[src/rtl/pc_ctrl_if.sv]
// Bus between the decoder/ALU side and the fetch sequencer.
// Carries:
//   control : start, stall, halt_req
//   branch  : branch_en, br_kind, notequal, lessthan, lut_idx
//   table   : lut_wr_en, lut_wr_addr, lut_wr_data
//   status  : prog_ctr, running, done, br_taken (sequencer outputs)
// master = decoder/testbench side, slave = pc_ctrl.
interface pc_ctrl_if #(
  parameter int unsigned PC_W   = 10,
  parameter int unsigned LUT_AW = 5
);
  logic              start;
  logic              stall;
  logic              halt_req;
  logic              branch_en;
  logic              br_kind;
  logic              notequal;
  logic              lessthan;
  logic [LUT_AW-1:0] lut_idx;
  logic              lut_wr_en;
  logic [LUT_AW-1:0] lut_wr_addr;
  logic [PC_W-1:0]   lut_wr_data;
  logic [PC_W-1:0]   prog_ctr;
  logic              running;
  logic              done;
  logic              br_taken;

  modport master (
    output start, stall, halt_req, branch_en, br_kind, notequal, lessthan,
           lut_idx, lut_wr_en, lut_wr_addr, lut_wr_data,
    input  prog_ctr, running, done, br_taken
  );

  modport slave (
    input  start, stall, halt_req, branch_en, br_kind, notequal, lessthan,
           lut_idx, lut_wr_en, lut_wr_addr, lut_wr_data,
    output prog_ctr, running, done, br_taken
  );
endinterface

[src/rtl/pc_ctrl.sv]
// Program-counter and fetch sequencer for the single-cycle core.
// Chooses the next fetch address from increment, restart, or a branch
// target held in a loadable lookup table indexed by the immediate.
// Ports:
//   clk      : system clock, rising edge
//   reset_n  : asynchronous active-low reset
//   bus      : pc_ctrl_if slave (decoder/ALU inputs, table write port,
//              registered prog_ctr/running/done/br_taken outputs)
module pc_ctrl #(
  parameter int unsigned PC_W   = 10,
  parameter int unsigned LUT_AW = 5
) (
  input  logic    clk,
  input  logic    reset_n,
  pc_ctrl_if.slave bus
);

  localparam int unsigned LUT_N = 1 << LUT_AW;

  typedef enum logic [1:0] {
    IDLE = 2'd0,
    RUN  = 2'd1,
    HALT = 2'd2
  } state_t;

  state_t          state_q, state_d;
  logic [PC_W-1:0] pc_q, pc_d;
  logic            br_q, br_d;
  logic            running_q, done_q;
  logic [PC_W-1:0] lut_q [LUT_N];
  logic [PC_W-1:0] target_c;
  logic            cond_c;

  // Combinational table read; a same-cycle write is not yet visible here.
  assign target_c = lut_q[bus.lut_idx];
  assign cond_c   = bus.br_kind ? bus.lessthan : bus.notequal;

  // Next-state / next-PC selection in priority order.
  always_comb begin
    state_d = state_q;
    pc_d    = pc_q;
    br_d    = br_q;
    unique case (state_q)
      IDLE: begin
        pc_d = '0;
        br_d = 1'b0;
        if (bus.start) state_d = RUN;
      end
      RUN: begin
        if (bus.start) begin
          pc_d = '0;
          br_d = 1'b0;
        end else if (bus.stall) begin
          // Hold everything; decoder re-presents the instruction.
          pc_d = pc_q;
        end else if (bus.halt_req) begin
          state_d = HALT;
          br_d    = 1'b0;
        end else if (bus.branch_en && cond_c) begin
          pc_d = target_c;
          br_d = 1'b1;
        end else begin
          pc_d = pc_q + PC_W'(1);
          br_d = 1'b0;
        end
      end
      HALT: begin
        br_d = 1'b0;
        if (bus.start) begin
          state_d = RUN;
          pc_d    = '0;
        end
      end
      default: begin
        state_d = IDLE;
        pc_d    = '0;
        br_d    = 1'b0;
      end
    endcase
  end

  // State and registered outputs.
  always_ff @(posedge clk or negedge reset_n) begin
    if (!reset_n) begin
      state_q   <= IDLE;
      pc_q      <= '0;
      br_q      <= 1'b0;
      running_q <= 1'b0;
      done_q    <= 1'b0;
    end else begin
      state_q   <= state_d;
      pc_q      <= pc_d;
      br_q      <= br_d;
      running_q <= (state_d == RUN);
      done_q    <= (state_d == HALT);
    end
  end

  // Target table: write in any state, cleared by reset.
  always_ff @(posedge clk or negedge reset_n) begin
    if (!reset_n) begin
      for (int i = 0; i < int'(LUT_N); i++) lut_q[i] <= '0;
    end else if (bus.lut_wr_en) begin
      lut_q[bus.lut_wr_addr] <= bus.lut_wr_data;
    end
  end

  assign bus.prog_ctr = pc_q;
  assign bus.br_taken = br_q;
  assign bus.running  = running_q;
  assign bus.done     = done_q;

endmodule
[src/flat_wrapper.sv]
// flat-port wrapper written by rule: the top's interface ports become plain ports
module pc_ctrl_flat 
#(
  parameter int unsigned PC_W   = 10,
  parameter int unsigned LUT_AW = 5
)
  (clk, reset_n, bus_start, bus_stall, bus_halt_req, bus_branch_en, bus_br_kind, bus_notequal, bus_lessthan, bus_lut_idx, bus_lut_wr_en, bus_lut_wr_addr, bus_lut_wr_data, bus_prog_ctr, bus_running, bus_done, bus_br_taken);
  pc_ctrl_if #(.PC_W(PC_W), .LUT_AW(LUT_AW)) bus_i ();
  input  logic clk;
  input  logic reset_n;
  input wire logic [$bits(bus_i.start)-1:0] bus_start;
  input wire logic [$bits(bus_i.stall)-1:0] bus_stall;
  input wire logic [$bits(bus_i.halt_req)-1:0] bus_halt_req;
  input wire logic [$bits(bus_i.branch_en)-1:0] bus_branch_en;
  input wire logic [$bits(bus_i.br_kind)-1:0] bus_br_kind;
  input wire logic [$bits(bus_i.notequal)-1:0] bus_notequal;
  input wire logic [$bits(bus_i.lessthan)-1:0] bus_lessthan;
  input wire logic [$bits(bus_i.lut_idx)-1:0] bus_lut_idx;
  input wire logic [$bits(bus_i.lut_wr_en)-1:0] bus_lut_wr_en;
  input wire logic [$bits(bus_i.lut_wr_addr)-1:0] bus_lut_wr_addr;
  input wire logic [$bits(bus_i.lut_wr_data)-1:0] bus_lut_wr_data;
  output wire logic [$bits(bus_i.prog_ctr)-1:0] bus_prog_ctr;
  output wire logic [$bits(bus_i.running)-1:0] bus_running;
  output wire logic [$bits(bus_i.done)-1:0] bus_done;
  output wire logic [$bits(bus_i.br_taken)-1:0] bus_br_taken;
  assign bus_i.start = bus_start;
  assign bus_i.stall = bus_stall;
  assign bus_i.halt_req = bus_halt_req;
  assign bus_i.branch_en = bus_branch_en;
  assign bus_i.br_kind = bus_br_kind;
  assign bus_i.notequal = bus_notequal;
  assign bus_i.lessthan = bus_lessthan;
  assign bus_i.lut_idx = bus_lut_idx;
  assign bus_i.lut_wr_en = bus_lut_wr_en;
  assign bus_i.lut_wr_addr = bus_lut_wr_addr;
  assign bus_i.lut_wr_data = bus_lut_wr_data;
  assign bus_prog_ctr = bus_i.prog_ctr;
  assign bus_running = bus_i.running;
  assign bus_done = bus_i.done;
  assign bus_br_taken = bus_i.br_taken;
  pc_ctrl #(.PC_W(PC_W), .LUT_AW(LUT_AW)) u_core (.clk(clk), .reset_n(reset_n), .bus(bus_i));
endmodule
[config.mk]
export PLATFORM = sky130hd
export DESIGN_NAME = pc_ctrl_flat
export DESIGN_NICKNAME = d
export VERILOG_FILES = /design/src/rtl/pc_ctrl_if.sv /design/src/rtl/pc_ctrl.sv /design/src/flat_wrapper.sv
export SDC_FILE = /design/constraint.sdc
export NUM_CORES = 1
export LEC_CHECK = 0
export ABC_AREA = 1
export CORE_MARGIN = 2
export CORE_UTILIZATION = 44
export CTS_BUF_LIST = sky130_fd_sc_hd__clkbuf_4
export DETAILED_ROUTE_END_ITERATION = 8
export REMOVE_ABC_BUFFERS = 1
export SETUP_SLACK_MARGIN = 0.1
export SKIP_CTS_REPAIR_TIMING = 1
export SYNTH_ARGS = -nofsm -noshare
export SYNTH_HDL_FRONTEND = slang
export SYNTH_SLANG_ARGS = --single-unit
[constraint.sdc]
create_clock -name clk -period 3.6 [get_ports clk]
set_input_delay 0.72 -clock clk [delete_from_list [all_inputs] [get_ports clk]]
set_output_delay 0.72 -clock clk [all_outputs]
set_load 0.01 [all_outputs]
# Word level (Yosys, flattened, before mapping)

Cells that the tools add are included.

Add/sub/neg operators: 1
$lt $le $gt $ge: 3
Equality and inequality tests: 7
Multiplexer cells: 23
Bitwise gates (word level): 2
Reduce and logical (&&, ||, !) cells: 5

Operators by type and width:

| kind                                                                          | number |
|---|---|
| 320-bit bitwise mux                                                           | 1 |
| 10-bit two-way mux                                                            | 8 |
| 10-bit binary-select mux with 5-bit select                                    | 1 |
| 10-bit demux with 5-bit select                                                | 1 |
| 10-bit one-hot mux with 2 select lines                                        | 1 |
| 6-bit >= comparator (second input constant)                                   | 2 |
| 5-bit inverter with 6-bit output                                              | 2 |
| 10-bit by 1-bit adder with 10-bit output (second input constant)              | 1 |
| 2-bit two-way mux                                                             | 4 |
| 6-bit by 1-bit less-than comparator with 1-bit output (second input constant) | 1 |
| 1-bit two-way mux                                                             | 6 |
| 3-bit != test (second input constant)                                         | 2 |
| 2-bit by 1-bit == test with 1-bit output (second input constant)              | 2 |
| 2-bit == test (second input constant)                                         | 2 |
| 2-bit one-hot mux with 2 select lines                                         | 1 |
| 3-bit AND reduction                                                           | 1 |
| 1-bit logical AND                                                             | 2 |
| 2-bit zero test                                                               | 1 |
| 2-bit != test (second input constant)                                         | 1 |
| 2-bit OR reduction                                                            | 1 |

Bits in registers: 335
Input port bits: 30
Output and inout bits: 13
Logic and storage cells: 78

# Longest topological paths before layout

Depth after elaboration: 9
Gate-level depth with buffers: 14
Gate-level depth less buffers: 11

# Worst setup path before layout

No wires, ideal clock.

Kind: input-to-reg
Start: input port bus_lut_idx[1]
End: register u_core.pc_q[6], in the netlist u_core.bus.prog_ctr[6]
Setup time: 0.117 ns
Data arrival time: 1.696 ns
Required time: 3.483 ns
Path slack: 1.787 ns
Stages: 11
Cell sequence: buf_2 > clkbuf_1 > nand3_1 > nand3_1 > nand2_1 > nand2_1 > nand3_1 > o21ai_1 > nand2_1 > nand2_1 > nand2_1

Longest elaborated chain between the ends: 9

Ends and longest elaborated chain:

| element                                                | RTL line           | text |
|---|---|---|
| start: declaration                                     | flat_wrapper.sv:18 | `input wire logic [$bits(bus_i.lut_idx)-1:0] bus_lut_idx;` |
| 5-bit inverter with 6-bit output (implied by the code) | pc_ctrl.sv:35      | `assign target_c = lut_q[bus.lut_idx];` |
| 10-bit binary-select mux with 5-bit select             | pc_ctrl.sv:35      |  |
| 10-bit two-way mux (implied by the code) (2 in a row)  | pc_ctrl.sv:35      |  |
| 10-bit two-way mux                                     | pc_ctrl.sv:59      | `end else if (bus.branch_en && cond_c) begin` |
| 10-bit two-way mux                                     | pc_ctrl.sv:56      | `end else if (bus.halt_req) begin` |
| 10-bit two-way mux                                     | pc_ctrl.sv:53      | `end else if (bus.stall) begin` |
| 10-bit two-way mux                                     | pc_ctrl.sv:50      | `if (bus.start) begin` |
| 10-bit one-hot mux with 2 select lines                 | pc_ctrl.sv:43      | `unique case (state_q)` |
| end signal: assignment                                 | pc_ctrl.sv:92      | `pc_q <= pc_d;` |
| end: declaration                                       | pc_ctrl.sv:27      | `logic [PC_W-1:0] pc_q, pc_d;` |

Every way passes these cells. The select of a mux whose other input is x is not followed.
A chain may end at the register's enable or synchronous reset.

# Final worst setup path

Start: register u_core.pc_q[2], in the netlist u_core.bus.prog_ctr[2]
End: output port bus_prog_ctr[2]

RTL lines:

| element          | RTL line           | text |
|---|---|---|
| end: declaration | flat_wrapper.sv:22 | `output wire logic [$bits(bus_i.prog_ctr)-1:0] bus_prog_ctr;` |

No word-level cell between the ends.

==> summary.md <==
| Metric | Value |
|---|---|
| I/O pin total | `43` |
| Final non-filler cell total | `2,546` |
| Post-route ant nets | `0` |
| Syn Area/Cell | `7.86 um^2` |
| Mux share of post-synthesis cell area | `0` |
| Vias in the first global route | `13,122` |
| Die area | `37,000 um^2` |
| Vias per inst | `5.29` |
| Worst Setup SP | `u_core.bus.prog_ctr[2]$_DFFE_PN0P_` |
| CTS tree | `yes` |
| Busiest grt layer | `met2` |
| Initial antenna violation count | `1` |
| First-pass GRT wire length | `72,200 um` |
| Maximum VDD drop | `321 uV` |
| Critical path, cell by cell | `clkdlybuf4s50_1` |
| Sw Ratio | `0.291` |
| Beginning of the worst register-to-register path | `u_core.bus.prog_ctr[2]$_DFFE_PN0P_` |
| Post-Syn Area | `15,600 um^2` |
| Critical Path RT | `2.88 ns` |
| Multi-input gate area | `6290 um^2` |
| Met3 global-route usage | `0.0411` |
| Clk pwr share | `0.350` |
| P_sw | `2.84 mW` |
| Pwr dens | `554 nW/um^2` |
| Util after Layout | `0.507` |
| I/O Buffers | `42` |
| Power Internal | `6.90 mW` |
| Post-placement cell area | `16,400 um^2` |
| Final hold slack | `0.483 ns` |
| Largest family of logic cells by synthesized area | `simple AND/OR/NAND/NOR gates` |
| RR Endpoint | `u_core.bus.prog_ctr[7]$_DFFE_PN0P_` |
| Comb power frac | `0.155` |
| Critical Path Sink | `bus_prog_ctr[2]` |
| CP Buf/Inv Count | `1` |
| Row count | `68` |
| Setup crit end kind | `output pin` |
| Worst Setup Path Type | `register to output pin` |
| Leakage | `8.44 nW` |
| CP delay by family, top | `buffers and inverters` |
| Critical path launch point type | `register` |
| RSZ-0062 raised after global routing | `no` |
| Post-synthesis xor/xnor area fraction | `0.00112` |
| Status | `finished, final reports clean` |
| Detailed Route Iter0 Violations | `1,168` |
| Max-Cap Viols | `0` |
| Met2 Usage GRT | `0.398` |
| WP depth | `1` |
| Critical path's largest stage delay | `a little under 0.6 ns` |
| Routability Congestion | `0.833` |
| Critical Path Fanout Max | `7` |
| Wire per inst | `between 15 and 20 um` |
| Clock edge transition at the registers on the reported setup and hold paths | `approximately 0.06 ns` |
| Rel. slew slack | `0.447` |
| First-pass DRT Iterations | `5` |
| Root Buffer | `clkbuf_4` |
| FF-to-FF path depth | `10` |
| H-tree depth | `3` |
| FF-to-FF setup slack | `a little under 2 ns` |
| Synth Area in Simple Gates | `0.289` |
| Sequential cell area | `8380 um^2` |
| Grt total ovfl | `0` |
| Area delta synth->final | `12.9%` |
| Slew @ Worst Pin | `0.830 ns` |
| Synthesized flop and latch total | `335` |
| Setup Total Neg Slack | `0 ns` |
| Commonest non-fill, non-tap cell in the layout | `nand2_1` |
| Pin count of the biggest net entering global routing | `161` |
| Final instance area | `about 18,000 um^2` |
| Adder-cell share of the synthesized area | `0.000802` |
| Post-DP HPWL | `about 26,000 um` |
| Met1 Usage GRT | `0.349` |
| CP max stage cell | `clkdlybuf4s50_1` |
| Placed Cells | `approximately 2,400` |
| Hold crit path type | `register to register` |
| Most frequent cells in the layout | `nand2_1 (800), dfrtp_1 (335), o21ai_0 (314), nand3_1 (254), clkbuf_4 (144)` |
| Routed WL | `~44,000 um` |
| Tot Pwr | `9.74 mW` |
| Clock tree sinks | `335` |
| Clock Path Buffers | `3` |
| Die Wd | `192 um` |
| Pre-CTS setup slack | `0.763 ns` |
| Synth Area in Compound Gates | `0.112` |
| Period utilization | `0.697` |
| Core Footprint | `34,700 um^2` |
| Seq/Total Area, Yosys | `0.538` |
| Fmax | `398 MHz` |
| Latest clock arrival within the worst-skew pair | `0.76 ns` |
| CP arrival | `1.79 ns` |
| Synth unique cells | `28` |
| Hold Path Origin | `u_core.lut_q[136]$_DFFE_PN0P_` |
| Flop pwr share | `0.495` |
| Layout cell share with drive strength beyond 1 | `0.108` |
| Fin. max-slew vios | `0` |
| Die height | `192 um` |
| Endpoints failing setup | `0` |
| Final count of hold timing violations | `0` |
| Syn Inst Count | `1,985` |
| Gr usage total | `0.253` |
| Cts bufs inserted | `92` |
| DRC violations left | `0` |
| Ys Warns | `0` |
| Vias | `13,460` |
| Fillers | `between 3,000 and 4,000` |
| Final WS setup | `~1.1 ns` |
| # nets final | `2,060` |
| Initial Util | `0.449` |
| Clock Skew | `~0.041 ns` |
| Post-layout minimum cycle time | `2.51 ns` |
## worst min path at each step
stage                                            to  slack (ns)  depth (start not counted)
global route          u_core.lut_q[246]$_DFFE_PN0P_        0.50                          2
detailed placement    u_core.lut_q[250]$_DFFE_PN0P_        0.47                          2
finish                u_core.lut_q[136]$_DFFE_PN0P_        0.48                          2
CTS                   u_core.lut_q[251]$_DFFE_PN0P_       -0.08                          1
floorplan           u_core.bus.br_taken$_DFFE_PN0P_        0.42                          0
global placement        u_core.lut_q[6]$_DFFE_PN0P_        0.47                          2
## power by group through the flow
stage          combinational, mW  clock [mW]  sequential (mW)
6_report                    1.51        3.41             4.82
5_1_grt                     1.77        3.72             4.90
4_1_cts                     1.53        3.51             4.81
3_5_place_dp                1.52           0             4.87
3_3_place_gp                1.48           0             4.85
2_1_floorplan              0.971           0             4.79
## cells by family (layout without fill, tap and decap cells)
| group | Yosys count | after routing |
|---|---|---|
| other | 0 | 1 |
| AND/OR/NAND/NOR | 1097 | 1097 |
| adder cells (fa/ha/maj) | 1 | 1 |
| buffers and inverters | 203 | 308 |
| AO/OA/AOI/OAI | 347 | 347 |
| XOR/XNOR | 2 | 2 |
| flip-flops | 335 | 335 |
## synthesized netlist by cell type
library cell | number | area [um^2]
nand2_1 | 800 | 3000
dfrtp_1 | 335 | 8380
o21ai_0 | 314 | 1570
nand3_1 | 254 | 1270
clkbuf_1 | 101 | 379
inv_1 | 38 | 143
buf_2 | 31 | 155
nor2_1 | 23 | 86.3
a21oi_1 | 19 | 95.1
buf_6 | 11 | 124
buf_4 | 10 | 75.1
nor3_1 | 10 | 50.1
o21ai_1 | 10 | 50.1
buf_1 | 7 | 26.3
inv_2 | 3 | 11.3
nand4_1 | 3 | 18.8
nor3_4 | 3 | 48.8
o211ai_1 | 2 | 15.0
xor2_1 | 2 | 17.5
and2_1 | 1 | 6.26
clkinv_1 | 1 | 3.75
ha_1 | 1 | 12.5
inv_6 | 1 | 8.76
nand3b_1 | 1 | 7.51
nor3_2 | 1 | 10.0
o21a_1 | 1 | 7.51
o21bai_1 | 1 | 7.51
or2_2 | 1 | 6.26
## area by class of cell
| class | instances | share of cell area |
|---|---|---|
| tap | 455 | 0.0323 |
| clock inverter | 11 | 0.00384 |
| antenna | 1 | 0.000142 |
| sequential | 335 | 0.476 |
| inverter | 43 | 0.00945 |
| multi-input combinational | 1447 | 0.357 |
| timing repair buffer | 110 | 0.0591 |
| clock buffer | 144 | 0.0614 |
## flip-flops by register name, indices dropped and copies added, names as in the netlist
| signal | flops |
|---|---|
| u_core.state_q | 2 |
| u_core.bus.done | 1 |
| u_core.bus.br_taken | 1 |
| u_core.bus.running | 1 |
| u_core.lut_q | 320 |
| u_core.bus.prog_ctr | 10 |
## metal layers
layer | vias up | part of all wire
li1 | 6582 | -
met1 | 6396 | 0.45
met2 | 414 | 0.46
met3 | 68 | 0.057
met4 | 0 | 0.027
met5 | - | 0
No activity file was read; power rests on OpenSTA's default activity.
